## src/rtl/cast_expand_monitor_if.sv

```systemverilog
// cast_expand_monitor_if
//   Sample bus between the narrow fixed-point source and the widening
//   monitor.
//
//   Handshake: valid-only streaming. din is consumed on every rising edge
//   where din_valid is 1; dout is meaningful on every rising edge where
//   dout_valid is 1. There is no ready signal and no backpressure.
//   shift_load is a single-cycle strobe that captures shift_in.
//
//   master : sample source (drives din/din_valid/shift_in/shift_load,
//            observes the results)
//   slave  : the monitor (consumes samples, produces dout/dout_valid,
//            frame_sync, clip_count, clip_valid)
interface cast_expand_monitor_if #(
  parameter int DIN_WIDTH   = 16,
  parameter int DOUT_WIDTH  = 32,
  parameter int SHIFT_WIDTH = 3,
  parameter int CNT_WIDTH   = 11
);
  logic [DIN_WIDTH-1:0]   din;
  logic                   din_valid;
  logic [SHIFT_WIDTH-1:0] shift_in;
  logic                   shift_load;
  logic [DOUT_WIDTH-1:0]  dout;
  logic                   dout_valid;
  logic                   frame_sync;
  logic [CNT_WIDTH-1:0]   clip_count;
  logic                   clip_valid;

  modport master (
    output din, din_valid, shift_in, shift_load,
    input  dout, dout_valid, frame_sync, clip_count, clip_valid
  );

  modport slave (
    input  din, din_valid, shift_in, shift_load,
    output dout, dout_valid, frame_sync, clip_count, clip_valid
  );
endinterface

```

## src/rtl/cast_expand_monitor.sv

```systemverilog
// cast_expand_monitor
//   Widens narrow signed fixed-point samples (DIN_WIDTH, DIN_POINT frac bits)
//   losslessly into the accumulator format (DOUT_WIDTH, DOUT_POINT frac bits),
//   applies a per-frame power-of-two gain, and counts samples sitting on
//   either saturation rail within each FRAME_LEN-sample frame.
//
// Ports:
//   clk    : single clock, rising edge
//   rst_n  : asynchronous active-low reset
//   bus    : cast_expand_monitor_if.slave
//            din/din_valid       input sample stream
//            shift_in/shift_load gain exponent, captured into a pending reg
//            dout/dout_valid     widened, scaled sample (2 cycles after din)
//            frame_sync          with dout_valid on the first frame sample
//            clip_count          rail count of the last completed frame
//            clip_valid          with dout_valid on the last frame sample
module cast_expand_monitor #(
  parameter int DIN_WIDTH   = 16,
  parameter int DIN_POINT   = 11,
  parameter int DOUT_WIDTH  = 32,
  parameter int DOUT_POINT  = 20,
  parameter int SHIFT_WIDTH = 3,
  parameter int FRAME_LEN   = 1024,
  parameter int CNT_WIDTH   = 11
) (
  input  logic                    clk,
  input  logic                    rst_n,
  cast_expand_monitor_if.slave    bus
);

  // Parameter sanity: these guarantee the datapath can neither overflow nor
  // drop bits, and that a full frame of clips fits in the counter.
  if (DOUT_POINT < DIN_POINT) begin : g_chk_point
    $fatal(1, "cast_expand_monitor: DOUT_POINT must be >= DIN_POINT");
  end
  if ((DOUT_WIDTH - DOUT_POINT) <
      (DIN_WIDTH - DIN_POINT) + (1 << SHIFT_WIDTH) - 1) begin : g_chk_int
    $fatal(1, "cast_expand_monitor: output integer part too narrow for max gain");
  end
  if ((longint'(1) << CNT_WIDTH) <= longint'(FRAME_LEN)) begin : g_chk_cnt
    $fatal(1, "cast_expand_monitor: CNT_WIDTH cannot hold FRAME_LEN");
  end

  localparam int unsigned            FRAC_SHIFT = DOUT_POINT - DIN_POINT;
  localparam logic [CNT_WIDTH-1:0]   LAST_POS   = CNT_WIDTH'(FRAME_LEN - 1);
  localparam logic [DIN_WIDTH-1:0]   POS_RAIL   = {1'b0, {(DIN_WIDTH-1){1'b1}}};
  localparam logic [DIN_WIDTH-1:0]   NEG_RAIL   = {1'b1, {(DIN_WIDTH-1){1'b0}}};

  // Gain and frame bookkeeping. frame_pos fits in CNT_WIDTH because
  // 2^CNT_WIDTH > FRAME_LEN.
  logic [SHIFT_WIDTH-1:0] pending_shift;
  logic [SHIFT_WIDTH-1:0] active_shift;
  logic [CNT_WIDTH-1:0]   frame_pos;
  logic [CNT_WIDTH-1:0]   clip_acc;

  // Stage 1 registers
  logic                   s1_valid;
  logic [DIN_WIDTH-1:0]   s1_din;
  logic                   s1_first;
  logic                   s1_last;
  logic [SHIFT_WIDTH-1:0] s1_shift;
  logic [CNT_WIDTH-1:0]   s1_total;

  // Stage 1 combinational terms
  logic                   first_pos;
  logic                   last_pos;
  logic                   is_clip;
  logic [SHIFT_WIDTH-1:0] sample_shift;
  logic [CNT_WIDTH-1:0]   clip_total;

  // Stage 2 combinational terms
  logic [DOUT_WIDTH-1:0]  extended;
  logic [DOUT_WIDTH-1:0]  scaled;

  always_comb begin
    first_pos    = (frame_pos == '0);
    last_pos     = (frame_pos == LAST_POS);
    is_clip      = (bus.din == POS_RAIL) || (bus.din == NEG_RAIL);
    // The first sample of a frame already uses the gain it is latching;
    // a shift_load on that same edge only reaches pending_shift.
    sample_shift = first_pos ? pending_shift : active_shift;
    clip_total   = clip_acc + CNT_WIDTH'(is_clip);
  end

  always_comb begin
    extended = {{(DOUT_WIDTH-DIN_WIDTH){s1_din[DIN_WIDTH-1]}}, s1_din};
    // Left shifts are exact here: the integer headroom check above ensures
    // no significant bits reach the sign position.
    scaled   = (extended << FRAC_SHIFT) << s1_shift;
  end

  // Gain registers and stage 1
  always_ff @(posedge clk or negedge rst_n) begin
    if (!rst_n) begin
      pending_shift <= '0;
      active_shift  <= '0;
      frame_pos     <= '0;
      clip_acc      <= '0;
      s1_valid      <= 1'b0;
      s1_din        <= '0;
      s1_first      <= 1'b0;
      s1_last       <= 1'b0;
      s1_shift      <= '0;
      s1_total      <= '0;
    end else begin
      s1_valid <= bus.din_valid;
      if (bus.shift_load) begin
        pending_shift <= bus.shift_in;
      end
      if (bus.din_valid) begin
        frame_pos <= last_pos ? '0 : frame_pos + 1'b1;
        clip_acc  <= last_pos ? '0 : clip_total;
        if (first_pos) begin
          active_shift <= pending_shift;
        end
        s1_din   <= bus.din;
        s1_first <= first_pos;
        s1_last  <= last_pos;
        s1_shift <= sample_shift;
        s1_total <= clip_total;
      end
    end
  end

  // Stage 2: output registers
  always_ff @(posedge clk or negedge rst_n) begin
    if (!rst_n) begin
      bus.dout       <= '0;
      bus.dout_valid <= 1'b0;
      bus.frame_sync <= 1'b0;
      bus.clip_valid <= 1'b0;
      bus.clip_count <= '0;
    end else begin
      bus.dout_valid <= s1_valid;
      bus.frame_sync <= s1_valid & s1_first;
      bus.clip_valid <= s1_valid & s1_last;
      if (s1_valid) begin
        bus.dout <= scaled;
      end
      if (s1_valid && s1_last) begin
        bus.clip_count <= s1_total;
      end
    end
  end

endmodule

```

## src/flat_wrapper.sv

```systemverilog
// flat-port wrapper written by rule: the top's interface ports become plain ports
module cast_expand_monitor_flat 
#(
  parameter int DIN_WIDTH   = 16,
  parameter int DIN_POINT   = 11,
  parameter int DOUT_WIDTH  = 32,
  parameter int DOUT_POINT  = 20,
  parameter int SHIFT_WIDTH = 3,
  parameter int FRAME_LEN   = 1024,
  parameter int CNT_WIDTH   = 11
)
  (clk, rst_n, bus_din, bus_din_valid, bus_shift_in, bus_shift_load, bus_dout, bus_dout_valid, bus_frame_sync, bus_clip_count, bus_clip_valid);
  cast_expand_monitor_if #(.DIN_WIDTH(DIN_WIDTH), .DOUT_WIDTH(DOUT_WIDTH), .SHIFT_WIDTH(SHIFT_WIDTH), .CNT_WIDTH(CNT_WIDTH)) bus_i ();
  input  logic clk;
  input  logic rst_n;
  input wire logic [$bits(bus_i.din)-1:0] bus_din;
  input wire logic [$bits(bus_i.din_valid)-1:0] bus_din_valid;
  input wire logic [$bits(bus_i.shift_in)-1:0] bus_shift_in;
  input wire logic [$bits(bus_i.shift_load)-1:0] bus_shift_load;
  output wire logic [$bits(bus_i.dout)-1:0] bus_dout;
  output wire logic [$bits(bus_i.dout_valid)-1:0] bus_dout_valid;
  output wire logic [$bits(bus_i.frame_sync)-1:0] bus_frame_sync;
  output wire logic [$bits(bus_i.clip_count)-1:0] bus_clip_count;
  output wire logic [$bits(bus_i.clip_valid)-1:0] bus_clip_valid;
  assign bus_i.din = bus_din;
  assign bus_i.din_valid = bus_din_valid;
  assign bus_i.shift_in = bus_shift_in;
  assign bus_i.shift_load = bus_shift_load;
  assign bus_dout = bus_i.dout;
  assign bus_dout_valid = bus_i.dout_valid;
  assign bus_frame_sync = bus_i.frame_sync;
  assign bus_clip_count = bus_i.clip_count;
  assign bus_clip_valid = bus_i.clip_valid;
  cast_expand_monitor #(.DIN_WIDTH(DIN_WIDTH), .DIN_POINT(DIN_POINT), .DOUT_WIDTH(DOUT_WIDTH), .DOUT_POINT(DOUT_POINT), .SHIFT_WIDTH(SHIFT_WIDTH), .FRAME_LEN(FRAME_LEN), .CNT_WIDTH(CNT_WIDTH)) u_core (.clk(clk), .rst_n(rst_n), .bus(bus_i));
endmodule
```

## config.mk

```make
export PLATFORM = sky130hd
export DESIGN_NAME = cast_expand_monitor_flat
export DESIGN_NICKNAME = d
export VERILOG_FILES = /design/src/rtl/cast_expand_monitor_if.sv /design/src/rtl/cast_expand_monitor.sv /design/src/flat_wrapper.sv
export SDC_FILE = /design/constraint.sdc
export NUM_CORES = 1
export LEC_CHECK = 0
export CAP_MARGIN = 10
export CORE_ASPECT_RATIO = 0.8
export CORE_UTILIZATION = 55
export CTS_CLUSTER_DIAMETER = 40
export DETAILED_ROUTE_END_ITERATION = 16
export GPL_ROUTABILITY_DRIVEN = 0
export PLACE_DENSITY = 0.81
export SLEW_MARGIN = 30
export SYNTH_ARGS = -nofsm -noshare
export SYNTH_HDL_FRONTEND = slang
export SYNTH_SLANG_ARGS = --single-unit
```

## constraint.sdc

```tcl
create_clock -name clk -period 3.4 [get_ports clk]
set_clock_uncertainty 0.2 [all_clocks]
set_input_delay 0.51 -clock clk [delete_from_list [all_inputs] [get_ports clk]]
set_output_delay 0.51 -clock clk [all_outputs]
set_load 0.05 [all_outputs]
```

== After elaboration in Yosys (flattened, before gate mapping) ==
Cells that the tools add are included.
Storage, ports and cells
  bits in registers: 104
  latch bits: 0
  RAM bits: 0
  ROM bits: 0
  logic and storage cells: 29
  memories: 0
Cells by class
  add/subtract/negate cells: 2
  $mul: 0
  div/mod/pow operators: 0
  order comparisons: 0
  equality and inequality tests: 3
  shift operators: 1
  mux-type cells: 3
  bitwise gates (word level): 2
  reduce and logical (&&, ||, !) cells: 4
Operator list (number)
  $shl 32x3->32: 1
  $mux 11: 2
  $eq 16x15->1 const B: 1
  $eq 16x16->1 const B: 1
  $add 11x1->11: 1
  $add 11x1->11 const B: 1
  $eq 11x10->1 const B: 1
  $logic_not 11->1: 1
  $mux 3: 1
  $and 1x1->1: 2
  $reduce_and 2->1: 1
  $logic_and 1x1->1: 1
  $logic_or 1x1->1: 1

== Longest topological paths before layout ==
  word-level depth: 4
  depth in mapped cells: 9

== Worst setup path after synthesis ==
Ideal clock, no wire load.
  path type: input to register
  start point: input port bus_din[15]
  end point: register u_core.clip_acc[10]
  arrival: 2.336 ns
  slack: 0.744 ns
  stages on the path: 9
  path buffers: 0
  path through: nand4b_1 or4_1 nand2_1 ha_1 ha_1 nand3_2 nor4_4 a211oi_1 a31o_2
Between the ends
  longest elaborated chain between the ends: 4
  elaborated cells between the ends (all ways): 5
  classes of those cells: add/sub (1); eq/ne (2); mux (1); reduce/logical (1)
RTL lines
  start, declared: line flat_wrapper.sv:16  | input wire logic [$bits(bus_i.din)-1:0] bus_din;
  $eq 16x15->1 or $eq 16x16->1 (tied branches): line cast_expand_monitor.sv:78  | is_clip = (bus.din == POS_RAIL) || (bus.din == NEG_RAIL);
  $logic_or 1x1->1 (*): line cast_expand_monitor.sv:78
  $add 11x1->11 (*): line cast_expand_monitor.sv:82  | clip_total = clip_acc + CNT_WIDTH'(is_clip);
  $mux 11 (*): line cast_expand_monitor.sv:112  | clip_acc <= last_pos ? '0 : clip_total;
  end signal, assigned: line cast_expand_monitor.sv:112
  end, declared: line cast_expand_monitor.sv:54  | logic [CNT_WIDTH-1:0] clip_acc;
Mark *: on every way between the ends. The rest lies on a longest branch, timed or not.
A chain may end at the register's enable or synchronous reset.

== Worst setup path after layout ==
  start point: input port bus_din[11]
  end point: register u_core.clip_acc[10]
The elaborated chain is that of the path after synthesis.

==> impl_metrics.py <==
metrics = {
    "power": {
        "p_per_area_nw_per_um2": 720,
        "ir_drop_mv": 0.470,
        "report.power.total_mw": 3.94,
        "p_leak_nw": 2.31,
    },
    "yosys": {
        "synth_fa_ha_area_share_pct": 1.08,
        "seq_area_frac_synth_pct": 51.3,
        "synth-simple-area-share_pct": 12.3,
        "syn_inst": 402,
        "synth_top_area_cell": "dfrtp_1",
        "synth_top_area_share_pct": 51.3,
        "synth_edf_count": 0,
        "ys_async_sr_fraction_pct": 100,
        "yosys_register_bits": 95,
        "synth_warnings": 0,
        "ys.flop_type": "dfrtp_1",
        "ys_top_cells_by_count": "dfrtp_1 (95), nor2_1 (40), mux2_2 (35)",
        "syn_area_sq_um": 4630,
        "synth.distinct_cells": 46,
        "synth.area.mux_share_pct": 18.4,
        "synthXorXnorAreaFrac_pct": 2.83,
        "syn_area_per_cell_sq_um": 11.5,
        "synthTopCellsByArea": "dfrtp_1 (51%), mux2_2 (8.5%), mux4_2 (5.8%)",
        "synth_top_family_by_area": "multiplexers",
        "synth_compound_area_share_pct": 8.83,
        "synth_most_common_cell": "dfrtp_1",
    },
    "routing": {
        "vias_per_cell": 5.78,
        "routedWlPerCell_microns": 17.3,
        "vias": 3287,
        "drc": 0,
        "ant_nets": 0,
        "finalWirelength_microns": 9840,
        "drtPass1Iterations": 5,
        "drt_iter0_drc": 327,
    },
    "timing": {
        "rsz0062_at_grt": "no",
        "relSlewSlack_pct": 47.1,
        "fin_crit_sh_pct": 88.1,
        "period_needed_ns": 3.00,
        "worst_slew_pin_slew_ns": 0.794,
        "whs_ns": 0.292,
        "setup_ws_ns": 0.404,
        "clock.fmax_mhz": 334,
        "final.setup.tns_ns": 0,
        "slew_viol_final": 0,
        "setup_violations": 0,
        "hold_viol": 0,
    },
    "min_path": {
        "min_from": "u_core.bus.clip_count[1]",
        "hold_path.class": "reg2reg",
        "min_path_cells": 2,
        "hold_end": "u_core.bus.clip_count[1]",
    },
    "critical_path": {
        "end_kind": "register",
        "path_max_fanout": 8,
        "r2r-end": "u_core.frame_pos[0]",
        "cp.required_ns": 3.45,
        "reg2regPathDepth": 5,
        "r2r_setup_slack_ns": 1.06,
        "startpoint": "bus_din[11]",
        "r2r_start": "u_core.frame_pos[1]",
        "startpoint_type": "primary input",
        "arrival_ns": 3.05,
        "crit_type": "in2reg",
    },
    "global_route": {
        "grt_pass1_vias": 3162,
        "overflow": 0,
        "antenna_found_initial": 0,
        "grt_max_degree": 51,
        "grt_pass1_wl_microns": 16400,
        "grtUsageTotal_pct": 24.0,
    },
    "status": {
        "outcome": "finished, final reports clean",
    },
    "final_layout": {
        "num_antenna_cells": 0,
        "fin_nets": 483,
        "final_layout_size_suffix_gt1_share_pct": 18.7,
        "register_area_sq_um": 2380,
        "fin_util_pct": 67.9,
        "final_cells": 569,
        "multiInputGateArea_sq_um": 2050,
        "final_area_sq_um": 5470,
        "fillers": 607,
        "area_growth_pct": 18.0,
    },
    "cts": {
        "clock-sinks": 95,
        "clkTransAtPathRegs_ns": 0.09,
        "clockBufferDepth": 2,
        "numCtsBuffers": 9,
        "cts-htree-levels": 3,
        "cts-root-buf": "clkbuf_8",
        "clk_latency_ns": 0.37,
        "cts_tree": "built",
    },
    "die": {
        "pin_count": 69,
        "fp.dieH_microns": 84.1,
        "floorplan.rows": 29,
        "initial_core_util_pct": 57.5,
        "die_area_sq_um": 8800,
        "coreArea_sq_um": 8060,
        "die_x_microns": 105,
    },
    "place": {
        "place_worst_setup_slack_ns": 0.00539,
        "dp.cells": 552,
        "place.port_buffers": 59,
        "place_area_sq_um": 5260,
        "place_hpwl_microns": 7060,
    },
    "job": {
        "cap_violations": 0,
    },
}
## state kept, by name, indices dropped and copies added, names as in the netlist, 3 cells and up
name                   count
u_core.s1_total           11
u_core.bus.clip_count     11
u_core.s1_din             16
u_core.frame_pos          11
u_core.bus.dout           23
u_core.clip_acc           11
u_core.active_shift        3
u_core.pending_shift       3
## report_power, final
part	internal [mW]	leakage [nW]	switching, mW	total (mW)
Combinational	0.658	1.03	0.899	1.56
Clock	0.322	0.103	0.414	0.736
Sequential	1.35	1.18	0.300	1.64
## critical path: stages
cell	delay, ns
clkdlybuf4s50_1	0.46
nor4b_1	0.44
buf_4	0.19
nand4_1	0.10
nand2_1	0.10
ha_1	0.21
ha_1	0.20
nand3_2	0.19
nor4_4	0.27
a211oi_1	0.13
a31o_2	0.24
## cells by family after synthesis
logic type / after synthesis
xor+xnor: 15
simple gates: 105
flops: 95
buf+inv: 48
fa+ha+maj: 4
other cells: 1
compound gates: 68
mux: 66
## placed cells by master, fill, tap and decap left out, drive strengths merged, types with 12 or more instances in the layout
master / instances
mux2: 35
o21ai: 17
nor2: 41
nand2: 16
clkdlybuf4s50: 57
mux4: 12
inv: 20
dfrtp: 95
a21oi: 31
mux2i: 19
## worst max-delay path by stage
stage / depth (start not counted) / slack [ns] / end
6_report: 11 / 0.40 / u_core.clip_acc[10]
5_1_grt: 11 / 0.20 / u_core.clip_acc[10]
4_1_cts: 11 / 0.39 / u_core.clip_acc[10]
3_5_place_dp: 11 / 0.005 / u_core.clip_acc[10]
3_3_place_gp: 11 / 0.17 / u_core.clip_acc[10]
2_1_floorplan: 9 / 0.74 / u_core.clip_acc[10]
## final cells by class
type,instances,area share (%)
timing repair buffer,68,11.9
tap,108,2.47
inverter,15,1.03
clock inverter,5,0.846
sequential,95,43.5
multi-input combinational,267,37.5
clock buffer,11,2.77
## routing by layer
layer,share of wire [%],global-route usage (%),vias to the layer above
met4,1.1,6.79,0
met2,46,35.3,105
met5,0,0,-
li1,-,-,1522
met3,5.9,4.76,12
met1,47,36.5,1648
## timing repair
item                      in CTS  in global routing
gates resized for setup        0                  0
hold buffers                   1                  0
setup buffers                  0                  0
hold endpoints to repair      48                  0
Power figures use the tool's default switching activity.
